<file path="src/rtl/vga_timing_gen.sv">
// vga_timing_gen: raster timing generator; hsync/vsync/de delayed SYNC_DELAY enabled cycles, x/y/tp_rgb zero latency, pulses registered.
// No backpressure: pix_ce=0 freezes all state. Optional RGB332 test pattern under VGA_TIMING_TEST_PATTERN_EN.
`timescale 1ns/1ps
module vga_timing_gen #(
    parameter int H_SYNC     = 128,
    parameter int H_BACK     = 88,
    parameter int H_ACTIVE   = 800,
    parameter int H_FRONT    = 40,
    parameter int V_SYNC     = 4,
    parameter int V_BACK     = 23,
    parameter int V_ACTIVE   = 600,
    parameter int V_FRONT    = 1,
    parameter int SYNC_DELAY = 1
) (
    input  logic        clk,
    input  logic        rst,
    input  logic        pix_ce,
    output logic [10:0] count_h,
    output logic [9:0]  count_v,
    output logic        hsync,
    output logic        vsync,
    output logic        de,
    output logic [9:0]  x,
    output logic [9:0]  y,
    output logic        frame_start,
    output logic        vblank_tick,
    output logic [7:0]  tp_rgb
);

    localparam int H_TOTAL = H_SYNC + H_BACK + H_ACTIVE + H_FRONT;
    localparam int V_TOTAL = V_SYNC + V_BACK + V_ACTIVE + V_FRONT;

    localparam logic [10:0] H_LAST     = 11'(H_TOTAL - 1);
    localparam logic [10:0] H_SYNC_END = 11'(H_SYNC);
    localparam logic [10:0] H_ACT_BEG  = 11'(H_SYNC + H_BACK);
    localparam logic [10:0] H_ACT_END  = 11'(H_SYNC + H_BACK + H_ACTIVE);
    localparam logic [9:0]  V_LAST     = 10'(V_TOTAL - 1);
    localparam logic [9:0]  V_SYNC_END = 10'(V_SYNC);
    localparam logic [9:0]  V_ACT_BEG  = 10'(V_SYNC + V_BACK);
    localparam logic [9:0]  V_ACT_END  = 10'(V_SYNC + V_BACK + V_ACTIVE);

    if (H_TOTAL > 2047 || V_TOTAL > 1023 || H_ACTIVE > 1024 || V_ACTIVE > 1024 ||
        SYNC_DELAY < 0 || SYNC_DELAY > 4) begin : g_bad_params
        $error("vga_timing_gen: illegal timing parameter set");
    end

    logic [10:0] count_h_q, count_h_d;
    logic [9:0]  count_v_q, count_v_d;
    logic        frame_start_q, frame_start_d;
    logic        vblank_tick_q, vblank_tick_d;
    logic        h_wrap, v_wrap;

    always_comb begin
        h_wrap    = (count_h_q == H_LAST);
        v_wrap    = (count_v_q == V_LAST);
        count_h_d = count_h_q;
        count_v_d = count_v_q;
        if (pix_ce) begin
            if (h_wrap) begin
                count_h_d = '0;
                count_v_d = v_wrap ? '0 : count_v_q + 10'd1;
            end else begin
                count_h_d = count_h_q + 11'd1;
            end
        end
        // Pulses mark the edge that loads the target position, so they need pix_ce.
        frame_start_d = pix_ce && (count_h_d == '0) && (count_v_d == '0);
        vblank_tick_d = pix_ce && (count_h_d == '0) && (count_v_d == V_ACT_END);
    end

    always_ff @(posedge clk or posedge rst) begin
        if (rst) begin
            count_h_q     <= '0;
            count_v_q     <= '0;
            frame_start_q <= 1'b0;
            vblank_tick_q <= 1'b0;
        end else begin
            count_h_q     <= count_h_d;
            count_v_q     <= count_v_d;
            frame_start_q <= frame_start_d;
            vblank_tick_q <= vblank_tick_d;
        end
    end

    logic hs_raw, vs_raw, de_raw, h_act, v_act;

    assign hs_raw = (count_h_q >= H_SYNC_END);
    assign vs_raw = (count_v_q >= V_SYNC_END);
    assign h_act  = (count_h_q >= H_ACT_BEG) && (count_h_q < H_ACT_END);
    assign v_act  = (count_v_q >= V_ACT_BEG) && (count_v_q < V_ACT_END);
    assign de_raw = h_act && v_act;

    assign x = de_raw ? 10'(count_h_q - H_ACT_BEG) : '0;
    assign y = de_raw ? (count_v_q - V_ACT_BEG) : '0;

    if (SYNC_DELAY == 0) begin : g_no_delay
        assign hsync = hs_raw;
        assign vsync = vs_raw;
        assign de    = de_raw;
    end else begin : g_delay
        logic [SYNC_DELAY-1:0] hs_pipe_q, vs_pipe_q, de_pipe_q;

        always_ff @(posedge clk or posedge rst) begin
            if (rst) begin
                hs_pipe_q <= '1;
                vs_pipe_q <= '1;
                de_pipe_q <= '0;
            end else if (pix_ce) begin
                hs_pipe_q <= SYNC_DELAY'({hs_pipe_q, hs_raw});
                vs_pipe_q <= SYNC_DELAY'({vs_pipe_q, vs_raw});
                de_pipe_q <= SYNC_DELAY'({de_pipe_q, de_raw});
            end
        end

        assign hsync = hs_pipe_q[SYNC_DELAY-1];
        assign vsync = vs_pipe_q[SYNC_DELAY-1];
        assign de    = de_pipe_q[SYNC_DELAY-1];
    end

`ifdef VGA_TIMING_TEST_PATTERN_EN
    localparam int         BAR_W  = 100;
    localparam logic [9:0] X_LAST = 10'(H_ACTIVE - 1);
    localparam logic [9:0] Y_LAST = 10'(V_ACTIVE - 1);

    logic [2:0] bar_idx;
    logic [7:0] tp_rgb_d;

    always_comb begin
        // Threshold compares give x/100 without a divider; columns past 799 stay in the last bar.
        bar_idx = 3'd0;
        for (int i = 1; i < 8; i++) begin
            if (x >= 10'(i * BAR_W)) bar_idx = 3'(i);
        end
        tp_rgb_d = 8'h00;
        if (de_raw) begin
            if (x == '0 || x == X_LAST || y == '0 || y == Y_LAST) begin
                tp_rgb_d = 8'hFF;
            end else begin
                case (bar_idx)
                    3'd0:    tp_rgb_d = 8'hFF;
                    3'd1:    tp_rgb_d = 8'hFC;
                    3'd2:    tp_rgb_d = 8'h1F;
                    3'd3:    tp_rgb_d = 8'h1C;
                    3'd4:    tp_rgb_d = 8'hE3;
                    3'd5:    tp_rgb_d = 8'hE0;
                    3'd6:    tp_rgb_d = 8'h03;
                    default: tp_rgb_d = 8'h00;
                endcase
            end
        end
    end

    assign tp_rgb = tp_rgb_d;
`else
    assign tp_rgb = 8'h00;
`endif

    assign count_h     = count_h_q;
    assign count_v     = count_v_q;
    assign frame_start = frame_start_q;
    assign vblank_tick = vblank_tick_q;

endmodule

</file>
<file path="config.mk">
export PLATFORM = sky130hd
export DESIGN_NAME = vga_timing_gen
export DESIGN_NICKNAME = d
export VERILOG_FILES = /design/src/rtl/vga_timing_gen.sv
export SDC_FILE = /design/constraint.sdc
export NUM_CORES = 1
export LEC_CHECK = 0
export CORE_MARGIN = 1.5
export CORE_UTILIZATION = 34
export DETAILED_ROUTE_END_ITERATION = 6
export PLACE_DENSITY = 0.62
export SLEW_MARGIN = 20
export SYNTH_ARGS = -nofsm -noshare
export SYNTH_HDL_FRONTEND = slang
export SYNTH_SLANG_ARGS = --single-unit
</file>
<file path="constraint.sdc">
create_clock -name clk -period 2.78 [get_ports clk]
set_input_delay 0.834 -clock clk [delete_from_list [all_inputs] [get_ports clk]]
set_output_delay 0.834 -clock clk [all_outputs]
set_load 0.1 [all_outputs]
</file>
==> results of run 1 <==
-- worst reg2reg max path: cells and delay by family, from the launching register on --
| family | cells | cell delay, ps |
|---|---|---|
| buf+inv | 1 | 180 |
| simple gates | 5 | 1620 |
| xor+xnor | 1 | 160 |
| flops | 1 | 490 |
-- power by group --
group          total (uW)  switching (uW)  internal [uW]  leakage, uW
logic                1360             977            381      0.00109
registers             605             124            481     0.000308
clock network         255             129            127    0.0000288
-- per-stage QoR --
step           cells  utilization, %  hold WS [ps]  instance area (um2)
4_1_cts          403            56.0           495                 3320
6_report         406            56.7           494                 3360
3_3_place_gp     394            53.4           478                 3160
2_1_floorplan    264               -           709                 2400
3_5_place_dp     394            53.4           482                 3160
5_1_grt          406            56.7           523                 3360
-- worst paths after layout --
check,from,end,depth (start not counted)
worst max-delay path,count_v[1]$_DFF_PP0_,x[5],8
worst min register to register,vsync$_DFFE_PP1P_,vsync$_DFFE_PP1P_,2
worst max register to register,count_h[6]$_DFF_PP0_,frame_start$_DFF_PP0_,7
min in group asynchronous,rst,count_h[5]$_DFF_PP0_,3
worst min-delay path,vsync$_DFFE_PP1P_,vsync$_DFFE_PP1P_,2
max in group asynchronous,rst,vsync$_DFFE_PP1P_,3
-- layout make-up --
cell class                 count  area [um2]  share of cell area, %
tap                           75        93.8                   2.79
timing repair buffer          92         985                   29.3
inverter                      13        48.8                   1.45
clock buffer                   4        55.1                   1.64
multi-input combinational    196        1470                   43.7
sequential                    26         707                   21.1
-- registers in the layout (all words and copies together), names as in the netlist --
name         flops
count_h         11
count_v         10
de               1
frame_start      1
hsync            1
vblank_tick      1
vsync            1
-- per-layer routing --
layer	track usage, %	part of all wire [%]	vias up
met5	0	0	-
met4	5.00	0.84	0
met3	1.57	4.9	4
met2	30.3	46	56
met1	27.9	48	995
li1	-	-	1013
-- cell usage after synthesis (all sizes together) (2+ instances only) --
cell	number	area share, %
a211o	2	0.84
nor2	34	6.1
ha	6	3.6
o21ai	12	2.9
dfrtp	24	29
o211ai	2	0.72
a31oi	5	1.5
nor4	6	3.1
nor3b	2	0.72
buf	18	6.2
nand4	5	1.8
or2	5	1.5
nand3	9	2.4
and3	4	1.2
and4	3	1.4
clkbuf	11	2.0
inv	12	2.2
xor2	12	5.1
nand2	21	3.8
or3	8	2.6
xnor2	15	6.3
nor3	10	2.6
o41ai	2	0.84
dfstp	2	2.5
a21oi	9	2.3
o31ai	3	1.1
-- repair_timing --
action / 4_1_cts / 5_1_grt
pin swaps: 7 / 6
setup buffers: 4 / 3
setup endpoints to repair: 21 / 22
gates cloned: 1 / 0
resized for setup: 9 / 4
endpoints found under the hold margin: 0 / 0
-- kinds of logic after synthesis --
logic type	after synthesis
multiplexers	2
XOR/XNOR	27
other	1
flip-flops	26
adder cells (fa/ha/maj)	6
buffers and inverters	42
AND/OR/NAND/NOR	111
AO/OA/AOI/OAI	42
==> flow_metrics.py, run 1 <==
metrics = {
    "run_status": {
        "status": "finished, violations left",
        "failed_checks": "negative setup slack",
    },
    "sta": {
        "timing.fmax_mhz": 336,
        "clock_skew_ps": 1.58,
        "final.setup.worst_slack_ps": -198,
        "setup_viol": 20,
        "setup_tns_ps": -3500,
        "finalHoldViolCount": 0,
        "slew_violations": 0,
        "finalCritPeriodShare_pct": 107,
        "period_needed_ps": 2980,
        "grt_setup_unrepaired": "true",
    },
    "routing": {
        "drt-initial-drc-count": 106,
        "ant_nets": 0,
        "drt-pass1-iter-count": 4,
        "vias": 2068,
        "drc_errors": 0,
        "viasPerCell": 5.09,
        "routedWlPerCell_um": 14.3,
        "wl_mm": 5.81,
    },
    "floorplan": {
        "rows": 28,
        "chipHeight_um": 81.2,
        "io_pins": 57,
        "die_w_um": 81.2,
        "die-area_um2": 6590,
        "start_util_pct": 35.1,
        "coreArea_um2": 5920,
    },
    "cells_and_area": {
        "nNetsFinal": 341,
        "final_cell_mix": "buf_4, nand2_1, buf_12",
        "final_common_cell": "buf_4",
        "n_fill_cell": 525,
        "syn_to_final_growth_pct": 61.5,
        "drive_above_1_share_pct": 48.3,
        "antenna_cells": 0,
    },
    "setup_path": {
        "crit_type": "register to output port",
        "crit_top_cell": "buf_12",
        "cp_top_family": "compound AO/OA/AOI/OAI gates",
        "critical_path.cell_chain": "ha_4 -> or2_4 -> and3_4 -> nor3b_4 -> a211o_4 -> buf_12 -> a21oi_4 -> buf_12",
        "worstPathRequired_ps": 1950,
        "rrSetupSlack_ps": 240,
        "crit_path_max_incr_delay_ps": 440,
        "critical_path.max_fanout": 7,
        "slowest_stage": "dfrtp_4",
        "crit_buf_inv": 2,
        "crit_path_start_kind": "register",
        "worst_setup_path_end_kind": "output port",
        "worstPathArrival_ps": 2140,
    },
    "synthesis": {
        "avgSynthCellArea_um2": 8.09,
        "synthArstFlopShare_pct": 100,
        "yosys.area_share.simple_pct": 28.7,
        "ys_ff_latch": 26,
        "synthAdderAreaFrac_pct": 3.61,
        "synthMuxAreaShare_pct": 1.02,
        "ys_seq_area_share_pct": 31.4,
        "synth_xor_area_share_pct": 11.4,
        "netlist_area_um2": 2080,
        "synth_cells": 257,
        "synth_top_flop_cell": "dfrtp_1",
        "yosys_warnings": 0,
        "synth_top_family_by_area": "simple AND/OR/NAND/NOR gates",
        "synth-compound-area-share_pct": 13.2,
        "synth-edff-count": 0,
        "synth.distinct_cells": 54,
    },
    "power_and_ir_drop": {
        "leakage_uw": 0.00143,
        "peakVddDrop_mv": 0.568,
        "power_per_cell_area_nw_per_um2": 661,
        "total_power_uw": 2220,
    },
    "clocking": {
        "cts_buffers": 3,
        "htree_levels": 1,
        "clock-sinks": 26,
        "cts_tree": "yes",
        "cts_root_buf": "clkbuf_8",
        "hold_buffers": 0,
        "clockBufferDepth": 2,
        "clk_latency_ps": 270,
        "cts.clk_slew.worst_paths_ps": 100,
    },
    "placement": {
        "hpwl_mm": 4.34,
        "gp_congestion": 0.861,
        "pre_cts_slack_ps": -287,
        "io_buffers": 48,
    },
    "global_routing": {
        "grt_pass1_wl_mm": 9.75,
        "antenna_found_initial": 0,
        "grt-ovfl-total": 0,
        "grt_pass1_vias": 1942,
        "grtUsageTotal_pct": 19.2,
        "grt_max_degree": 27,
    },
    "hold_path": {
        "worstHoldPathType": "register to register",
    },
    "flow_run": {
        "maxCapViolCount": 0,
    },
}
No activity file was read; power rests on OpenSTA's default activity.
==> run 2: changes to the inputs <==
--- a/config.mk
+++ b/config.mk
@@ -8,6 +8,7 @@
 export CORE_MARGIN = 1.5
 export CORE_UTILIZATION = 34
 export DETAILED_ROUTE_END_ITERATION = 6
+export HOLD_SLACK_MARGIN = 0.1
 export PLACE_DENSITY = 0.62
 export SLEW_MARGIN = 20
 export SYNTH_ARGS = -nofsm -noshare
==> results of run 2 <==
No change in the layout: final DEF, timing and power equal those of run 1.
